## src/rtl/router_port_rx_if.sv

```systemverilog
// Serial router-lane input plus the rebuilt byte stream and packet status.
// The receiver takes the slave view; whoever drives the lane takes the master view.
interface router_port_rx_if #(
    parameter int LEN_W = 8
);
    logic             dout;
    logic             frameo_n;
    logic             valido_n;
    logic [7:0]       byte_data;
    logic             byte_valid;
    logic             byte_sop;
    logic             byte_eop;
    logic [LEN_W-1:0] pkt_len;
    logic             pkt_err;
    logic [1:0]       err_code;

    modport master (
        output dout, frameo_n, valido_n,
        input  byte_data, byte_valid, byte_sop, byte_eop, pkt_len, pkt_err, err_code
    );

    modport slave (
        input  dout, frameo_n, valido_n,
        output byte_data, byte_valid, byte_sop, byte_eop, pkt_len, pkt_err, err_code
    );
endinterface

```

## src/rtl/router_port_rx.sv

```systemverilog
// Deserializes one router output lane (LSB first) into a byte stream with
// sop/eop markers, packet length and a sticky protocol error code.
module router_port_rx #(
    parameter int MAX_BYTES = 64,
    parameter int TIMEOUT   = 16,
    parameter int LEN_W     = 8
) (
    input  logic             clk,
    input  logic             reset_n,
    router_port_rx_if.slave  rx
);
    localparam int IDLE_W = $clog2(TIMEOUT + 1);

    typedef enum logic [1:0] {
        ST_SYNC  = 2'd0,
        ST_IDLE  = 2'd1,
        ST_RECV  = 2'd2,
        ST_DRAIN = 2'd3
    } state_t;

    state_t           state_r;
    logic [7:0]       shift_r;
    logic [2:0]       bit_cnt_r;
    logic [LEN_W-1:0] byte_cnt_r;
    logic [IDLE_W-1:0] idle_cnt_r;
    logic [7:0]       byte_data_r;
    logic             byte_valid_r;
    logic             byte_sop_r;
    logic             byte_eop_r;
    logic [LEN_W-1:0] pkt_len_r;
    logic             pkt_err_r;
    logic [1:0]       err_code_r;

    logic [7:0]       byte_next_s;
    logic             accept_s;
    logic             byte_done_s;
    logic             overflow_s;
    logic             idle_hit_s;

    // Byte as it would look with the current bit inserted, plus per-cycle event decode
    always_comb begin
        byte_next_s            = shift_r;
        byte_next_s[bit_cnt_r] = rx.dout;
        accept_s               = ~rx.valido_n;
        byte_done_s            = accept_s && (bit_cnt_r == 3'd7);
        overflow_s             = byte_cnt_r >= LEN_W'(MAX_BYTES);
        idle_hit_s             = idle_cnt_r == IDLE_W'(TIMEOUT - 1);
    end

    // Receive FSM with registered byte stream and error outputs
    always_ff @(posedge clk or negedge reset_n) begin
        if (!reset_n) begin
            state_r      <= ST_SYNC;
            shift_r      <= 8'd0;
            bit_cnt_r    <= 3'd0;
            byte_cnt_r   <= {LEN_W{1'b0}};
            idle_cnt_r   <= {IDLE_W{1'b0}};
            byte_data_r  <= 8'd0;
            byte_valid_r <= 1'b0;
            byte_sop_r   <= 1'b0;
            byte_eop_r   <= 1'b0;
            pkt_len_r    <= {LEN_W{1'b0}};
            pkt_err_r    <= 1'b0;
            err_code_r   <= 2'd0;
        end else begin
            byte_valid_r <= 1'b0;
            byte_sop_r   <= 1'b0;
            byte_eop_r   <= 1'b0;
            pkt_err_r    <= 1'b0;
            case (state_r)
                ST_SYNC: begin
                    // Coming out of reset mid-packet: wait for a frame boundary first
                    if (rx.frameo_n) begin
                        state_r <= ST_IDLE;
                    end
                end
                ST_IDLE: begin
                    byte_cnt_r <= {LEN_W{1'b0}};
                    bit_cnt_r  <= 3'd0;
                    idle_cnt_r <= {IDLE_W{1'b0}};
                    if (!rx.frameo_n) begin
                        state_r <= ST_RECV;
                        if (accept_s) begin
                            shift_r[0] <= rx.dout;
                            bit_cnt_r  <= 3'd1;
                        end else begin
                            idle_cnt_r <= IDLE_W'(1);
                        end
                    end
                end
                ST_RECV: begin
                    if (rx.frameo_n) begin
                        state_r    <= ST_IDLE;
                        bit_cnt_r  <= 3'd0;
                        byte_cnt_r <= {LEN_W{1'b0}};
                        idle_cnt_r <= {IDLE_W{1'b0}};
                        if (byte_done_s && !overflow_s) begin
                            byte_data_r  <= byte_next_s;
                            byte_valid_r <= 1'b1;
                            byte_sop_r   <= (byte_cnt_r == {LEN_W{1'b0}});
                            byte_eop_r   <= 1'b1;
                            pkt_len_r    <= byte_cnt_r + LEN_W'(1);
                        end else if (byte_done_s) begin
                            // Frame already closed, so no drain is needed after an overflow here
                            pkt_err_r  <= 1'b1;
                            err_code_r <= 2'd3;
                        end else begin
                            pkt_err_r  <= 1'b1;
                            err_code_r <= 2'd1;
                        end
                    end else if (accept_s) begin
                        shift_r    <= byte_next_s;
                        bit_cnt_r  <= bit_cnt_r + 3'd1;
                        idle_cnt_r <= {IDLE_W{1'b0}};
                        if (byte_done_s && overflow_s) begin
                            pkt_err_r  <= 1'b1;
                            err_code_r <= 2'd3;
                            state_r    <= ST_DRAIN;
                        end else if (byte_done_s) begin
                            byte_data_r  <= byte_next_s;
                            byte_valid_r <= 1'b1;
                            byte_sop_r   <= (byte_cnt_r == {LEN_W{1'b0}});
                            byte_cnt_r   <= byte_cnt_r + LEN_W'(1);
                        end
                    end else if (idle_hit_s) begin
                        pkt_err_r  <= 1'b1;
                        err_code_r <= 2'd2;
                        state_r    <= ST_DRAIN;
                    end else begin
                        idle_cnt_r <= idle_cnt_r + IDLE_W'(1);
                    end
                end
                ST_DRAIN: begin
                    bit_cnt_r  <= 3'd0;
                    byte_cnt_r <= {LEN_W{1'b0}};
                    idle_cnt_r <= {IDLE_W{1'b0}};
                    if (rx.frameo_n) begin
                        state_r <= ST_IDLE;
                    end
                end
                default: begin
                    state_r <= ST_SYNC;
                end
            endcase
        end
    end

    assign rx.byte_data  = byte_data_r;
    assign rx.byte_valid = byte_valid_r;
    assign rx.byte_sop   = byte_sop_r;
    assign rx.byte_eop   = byte_eop_r;
    assign rx.pkt_len    = pkt_len_r;
    assign rx.pkt_err    = pkt_err_r;
    assign rx.err_code   = err_code_r;
endmodule

```

## src/flat_wrapper.sv

```systemverilog
// flat-port wrapper written by rule: the top's interface ports become plain ports
module router_port_rx_flat 
#(
    parameter int MAX_BYTES = 64,
    parameter int TIMEOUT   = 16,
    parameter int LEN_W     = 8
)
  (clk, reset_n, rx_dout, rx_frameo_n, rx_valido_n, rx_byte_data, rx_byte_valid, rx_byte_sop, rx_byte_eop, rx_pkt_len, rx_pkt_err, rx_err_code);
  router_port_rx_if #(.LEN_W(LEN_W)) rx_i ();
  input  logic clk;
  input  logic reset_n;
  input wire logic [$bits(rx_i.dout)-1:0] rx_dout;
  input wire logic [$bits(rx_i.frameo_n)-1:0] rx_frameo_n;
  input wire logic [$bits(rx_i.valido_n)-1:0] rx_valido_n;
  output wire logic [$bits(rx_i.byte_data)-1:0] rx_byte_data;
  output wire logic [$bits(rx_i.byte_valid)-1:0] rx_byte_valid;
  output wire logic [$bits(rx_i.byte_sop)-1:0] rx_byte_sop;
  output wire logic [$bits(rx_i.byte_eop)-1:0] rx_byte_eop;
  output wire logic [$bits(rx_i.pkt_len)-1:0] rx_pkt_len;
  output wire logic [$bits(rx_i.pkt_err)-1:0] rx_pkt_err;
  output wire logic [$bits(rx_i.err_code)-1:0] rx_err_code;
  assign rx_i.dout = rx_dout;
  assign rx_i.frameo_n = rx_frameo_n;
  assign rx_i.valido_n = rx_valido_n;
  assign rx_byte_data = rx_i.byte_data;
  assign rx_byte_valid = rx_i.byte_valid;
  assign rx_byte_sop = rx_i.byte_sop;
  assign rx_byte_eop = rx_i.byte_eop;
  assign rx_pkt_len = rx_i.pkt_len;
  assign rx_pkt_err = rx_i.pkt_err;
  assign rx_err_code = rx_i.err_code;
  router_port_rx #(.MAX_BYTES(MAX_BYTES), .TIMEOUT(TIMEOUT), .LEN_W(LEN_W)) u_core (.clk(clk), .reset_n(reset_n), .rx(rx_i));
endmodule
```

## config.mk

```make
export PLATFORM = sky130hd
export DESIGN_NAME = router_port_rx_flat
export DESIGN_NICKNAME = d
export VERILOG_FILES = /design/src/rtl/router_port_rx_if.sv /design/src/rtl/router_port_rx.sv /design/src/flat_wrapper.sv
export SDC_FILE = /design/constraint.sdc
export NUM_CORES = 1
export LEC_CHECK = 0
export ABC_AREA = 0
export BUFFER_PORTS_ARGS = -buffer_cell sky130_fd_sc_hd__buf_2
export CAP_MARGIN = 20
export CORE_MARGIN = 10
export CORE_UTILIZATION = 55
export CTS_CLUSTER_DIAMETER = 50
export DETAILED_ROUTE_END_ITERATION = 10
export GPL_ROUTABILITY_DRIVEN = 0
export PLACE_DENSITY = 0.75
export SKIP_LAST_GASP = 1
export SLEW_MARGIN = 20
export SYNTH_ARGS = -nofsm -noshare
export SYNTH_HDL_FRONTEND = slang
export SYNTH_SLANG_ARGS = --single-unit
```

## constraint.sdc

```tcl
create_clock -name clk -period 2.1 [get_ports clk]
set_input_delay 0.21 -clock clk [delete_from_list [all_inputs] [get_ports clk]]
set_output_delay 0.21 -clock clk [all_outputs]
set_load 0.01 [all_outputs]
```

==> results.sh <==
export IMPL_hold_ws_ps=262
export IMPL_netlist_top_cells_count="dfrtp_1, nand2_1, o21ai_0"
export IMPL_layout_worst_path_cycle_share_pct=91.3
export IMPL_grt_pass1_wl_um=8240
export IMPL_cts_max_path_buffers=2
export IMPL_vias=1789
export IMPL_power_frac_clock_pct=23.9
export IMPL_seqPwrFrac_pct=45.9
export IMPL_gr_usage_met3_pct=4.64
export IMPL_cts_tree="yes"
export IMPL_async_flop_share_pct=100
export IMPL_reg2reg_slack_ps=180
export IMPL_cts_sinks=48
export IMPL_p_per_area_mw_per_mm2=863
export IMPL_synth_top_area_share_pct=50.3
export IMPL_fillers=330
export IMPL_switching_power_uw=766
export IMPL_grt_pass1_vias=1727
export IMPL_placement_io_buffers=26
export IMPL_synth_adder_area_share_pct=5.77
export IMPL_multiInputGateArea_mm2=0.00110
export IMPL_dp_hpwl_um=3500
export IMPL_finalSetupViolations=0
export IMPL_syn_avg_cell_area_um2=9.91
export IMPL_syn_num_nets=257
export IMPL_drt_pass1_iterations=4
export IMPL_drtIter0Drc=107
export IMPL_grt_busiest_layer="met2"
export IMPL_r2r_start="u_core.state_r[0]"
export IMPL_critPathLaunch="u_core.state_r[0]"
export IMPL_fin_crit_ps=1920
export IMPL_max_freq_mhz=522
export IMPL_drt_wl_total_um=4720
export IMPL_n_antenna_cell=0
export IMPL_synth_compound_area_share_pct=14.0
export IMPL_pin_count=27
export IMPL_outcome="completed"
export IMPL_rsz0062_at_grt="false"
export IMPL_ys_ff_latch=48
export IMPL_holdCritPathClass="input port to asynchronous set/reset pin"
export IMPL_syn2layout_area_growth_pct=13.2
export IMPL_syn_inst=241
export IMPL_tritoncts_num_buffers=5
export IMPL_max_slew_margin_rel_pct=70.2
export IMPL_ys_seq_area_share_pct=50.3
export IMPL_cap_violations=0
export IMPL_yosys_warnings=0
export IMPL_antenna_found_initial=0
export IMPL_drcViolationCount=0
export IMPL_yosys_area_share_simple_pct=18.3
export IMPL_tns_ps=0
export IMPL_start_kind="flip-flop"
export IMPL_yosysTopAreaCell="dfrtp_1"
export IMPL_hold_viol_final=0
export IMPL_clkTransAtPathRegs_ps=90
export IMPL_final_nets=289
export IMPL_yosysUniqueCellTypes=37
export IMPL_grt_usage_pct=13.4
export IMPL_detail_route_antenna_nets=0
export IMPL_grt_max_degree=23
export IMPL_timing_final_max_slew_violations=0
export IMPL_critPathKind="flip-flop to flip-flop"
export IMPL_syn_cell_area_mm2=0.00239
export IMPL_cp_max_fo=13
export IMPL_crit_required_ps=2290
export IMPL_start_util_pct=58.4
export IMPL_clock_root_buffer="clkbuf_8"
export IMPL_p_comb_share_pct=30.1
export IMPL_grt_use_met2_pct=19.9
export IMPL_fin_worst_skew_ps=8.66
export IMPL_instances_no_fill=324
export IMPL_die_area_mm2=0.00738
export IMPL_via_per_inst=5.52
export IMPL_die_x_um=85.9
export IMPL_critPathCaptureType="flip-flop"
export IMPL_ir_drop_mv=0.487
export IMPL_regArea_mm2=0.00120
export IMPL_drive_gt1_share_pct=17.9
export IMPL_met1_usage_pct=17.6
export IMPL_p_leak_nw=1.34
export IMPL_synth_edf_count=0
export IMPL_r2r_end="u_core.shift_r[6]"
export IMPL_grt_ovfl_total=0
export IMPL_reg2regPathDepth=5
export IMPL_htree_levels=2
export IMPL_tightest_slew_ps=443
export IMPL_endpoint="u_core.shift_r[6]"
export IMPL_synth_mux_area_share_pct=6.55
export IMPL_cell_internal_pwr_mw=1.56
export IMPL_p_sw_share_pct=32.9
export IMPL_crit_arrival_ps=2110
export IMPL_synth_xor_area_share_pct=1.47
export IMPL_synth_most_common_cell="dfrtp_1"
export IMPL_ys_dominant_reg_cell="dfrtp_1"
export IMPL_synth_top_family_by_area="simple AND/OR/NAND/NOR gates"
export IMPL_row_count=23
export IMPL_die_h_um=85.9
export IMPL_wl_per_cell_um=14.6
export IMPL_synthTopCellsByArea="dfrtp_1, ha_1, o21ai_0"
export IMPL_dp_cells=315
export IMPL_fin_util_pct=66.1
export IMPL_core_area_mm2=0.00409
export IMPL_clkLatencyLatePin_ps=300
[registers in the layout, summed over array words and instances, names as in the netlist]
register / flops
u_core.state_r: 2
u_core.idle_cnt_r: 5
u_core.rx.byte_eop: 1
u_core.rx.byte_valid: 1
u_core.rx.pkt_len: 8
u_core.shift_r: 8
u_core.rx.pkt_err: 1
u_core.rx.byte_sop: 1
u_core.byte_cnt_r: 8
u_core.rx.byte_data: 8
u_core.bit_cnt_r: 3
u_core.rx.err_code: 2
[power groups by stage]
stage	clock [mW]	combinational [mW]	sequential [mW]
5_1_grt	0.609	0.791	1.08
6_report	0.558	0.702	1.07
3_5_place_dp	0	0.693	1.09
3_3_place_gp	0	0.684	1.08
2_1_floorplan	0	0.493	1.08
4_1_cts	0.582	0.703	1.07
[per-stage QoR]
stage	total power, mW	worst slack, ps	area [µm²]
3_3_place_gp	1.77	220	2600
2_1_floorplan	1.58	297	2390
5_1_grt	2.48	5.79	2700
4_1_cts	2.36	100	2700
6_report	2.33	183	2700
3_5_place_dp	1.79	120	2600
[cell families after synthesis]
kind of cell | after synthesis
AOI/OAI and AO/OA | 55
DFF | 48
buffers and inverters | 21
muxes | 15
adders and majority gates | 11
xor gates and xnor gates | 4
and+or+nand+nor | 87
[worst min path at each step]
| stage | from | to | slack [ps] |
|---|---|---|---|
| after CTS | reset_n | u_core.rx.pkt_len[5] | 250 |
| after detailed placement | reset_n | u_core.rx.pkt_len[5] | 40 |
| final | reset_n | u_core.rx.pkt_len[3] | 260 |
| after global routing | reset_n | u_core.rx.pkt_len[3] | 270 |
| after floorplan | reset_n | u_core.bit_cnt_r[0] | -90 |
| after global placement | reset_n | u_core.rx.pkt_len[5] | 40 |
[critical path: stages, from the launching register on]
cell and delay, ps:
dfrtp_1 430, inv_1 120, ha_1 410, nand2b_1 260
nor3_1 240, mux2_2 360
[area by class of cell]
class	instances	area share, %
Clock buffer	8	3.33
Timing Repair Buffer	36	7.69
Tap cell	50	2.32
Sequential cell	48	44.5
Multi-Input combinational cell	172	40.8
Inverter	10	1.39
[cell usage in the layout, fill, tap and decap left out, types with 7 or more instances in the layout]
cell | synthesis | routed
nand3_1 | 7 | 7
nor3_1 | 7 | 7
dfrtp_1 | 48 | 48
nand2_1 | 31 | 30
a21oi_1 | 9 | 9
ha_1 | 11 | 11
buf_2 | 3 | 26
mux2i_1 | 10 | 10
buf_4 | 1 | 9
o21ai_0 | 27 | 27
inv_1 | 10 | 10
nor2_1 | 17 | 17
[per-layer routing]
metal / vias to the layer above / wire [µm]
met3: 6 / 260
li1: 909 / -
met5: - / 0
met1: 837 / 2290
met2: 37 / 2110
met4: 0 / 64
[repair_timing]
action                     in CTS  in global routing
setup endpoints to repair       0                  2
buffers inserted                0                  0
hold buffers                    1                  0
resized for setup               0                  1
hold endpoints to repair        5                  0
Note: power is estimated with default switching activity, not from simulation.
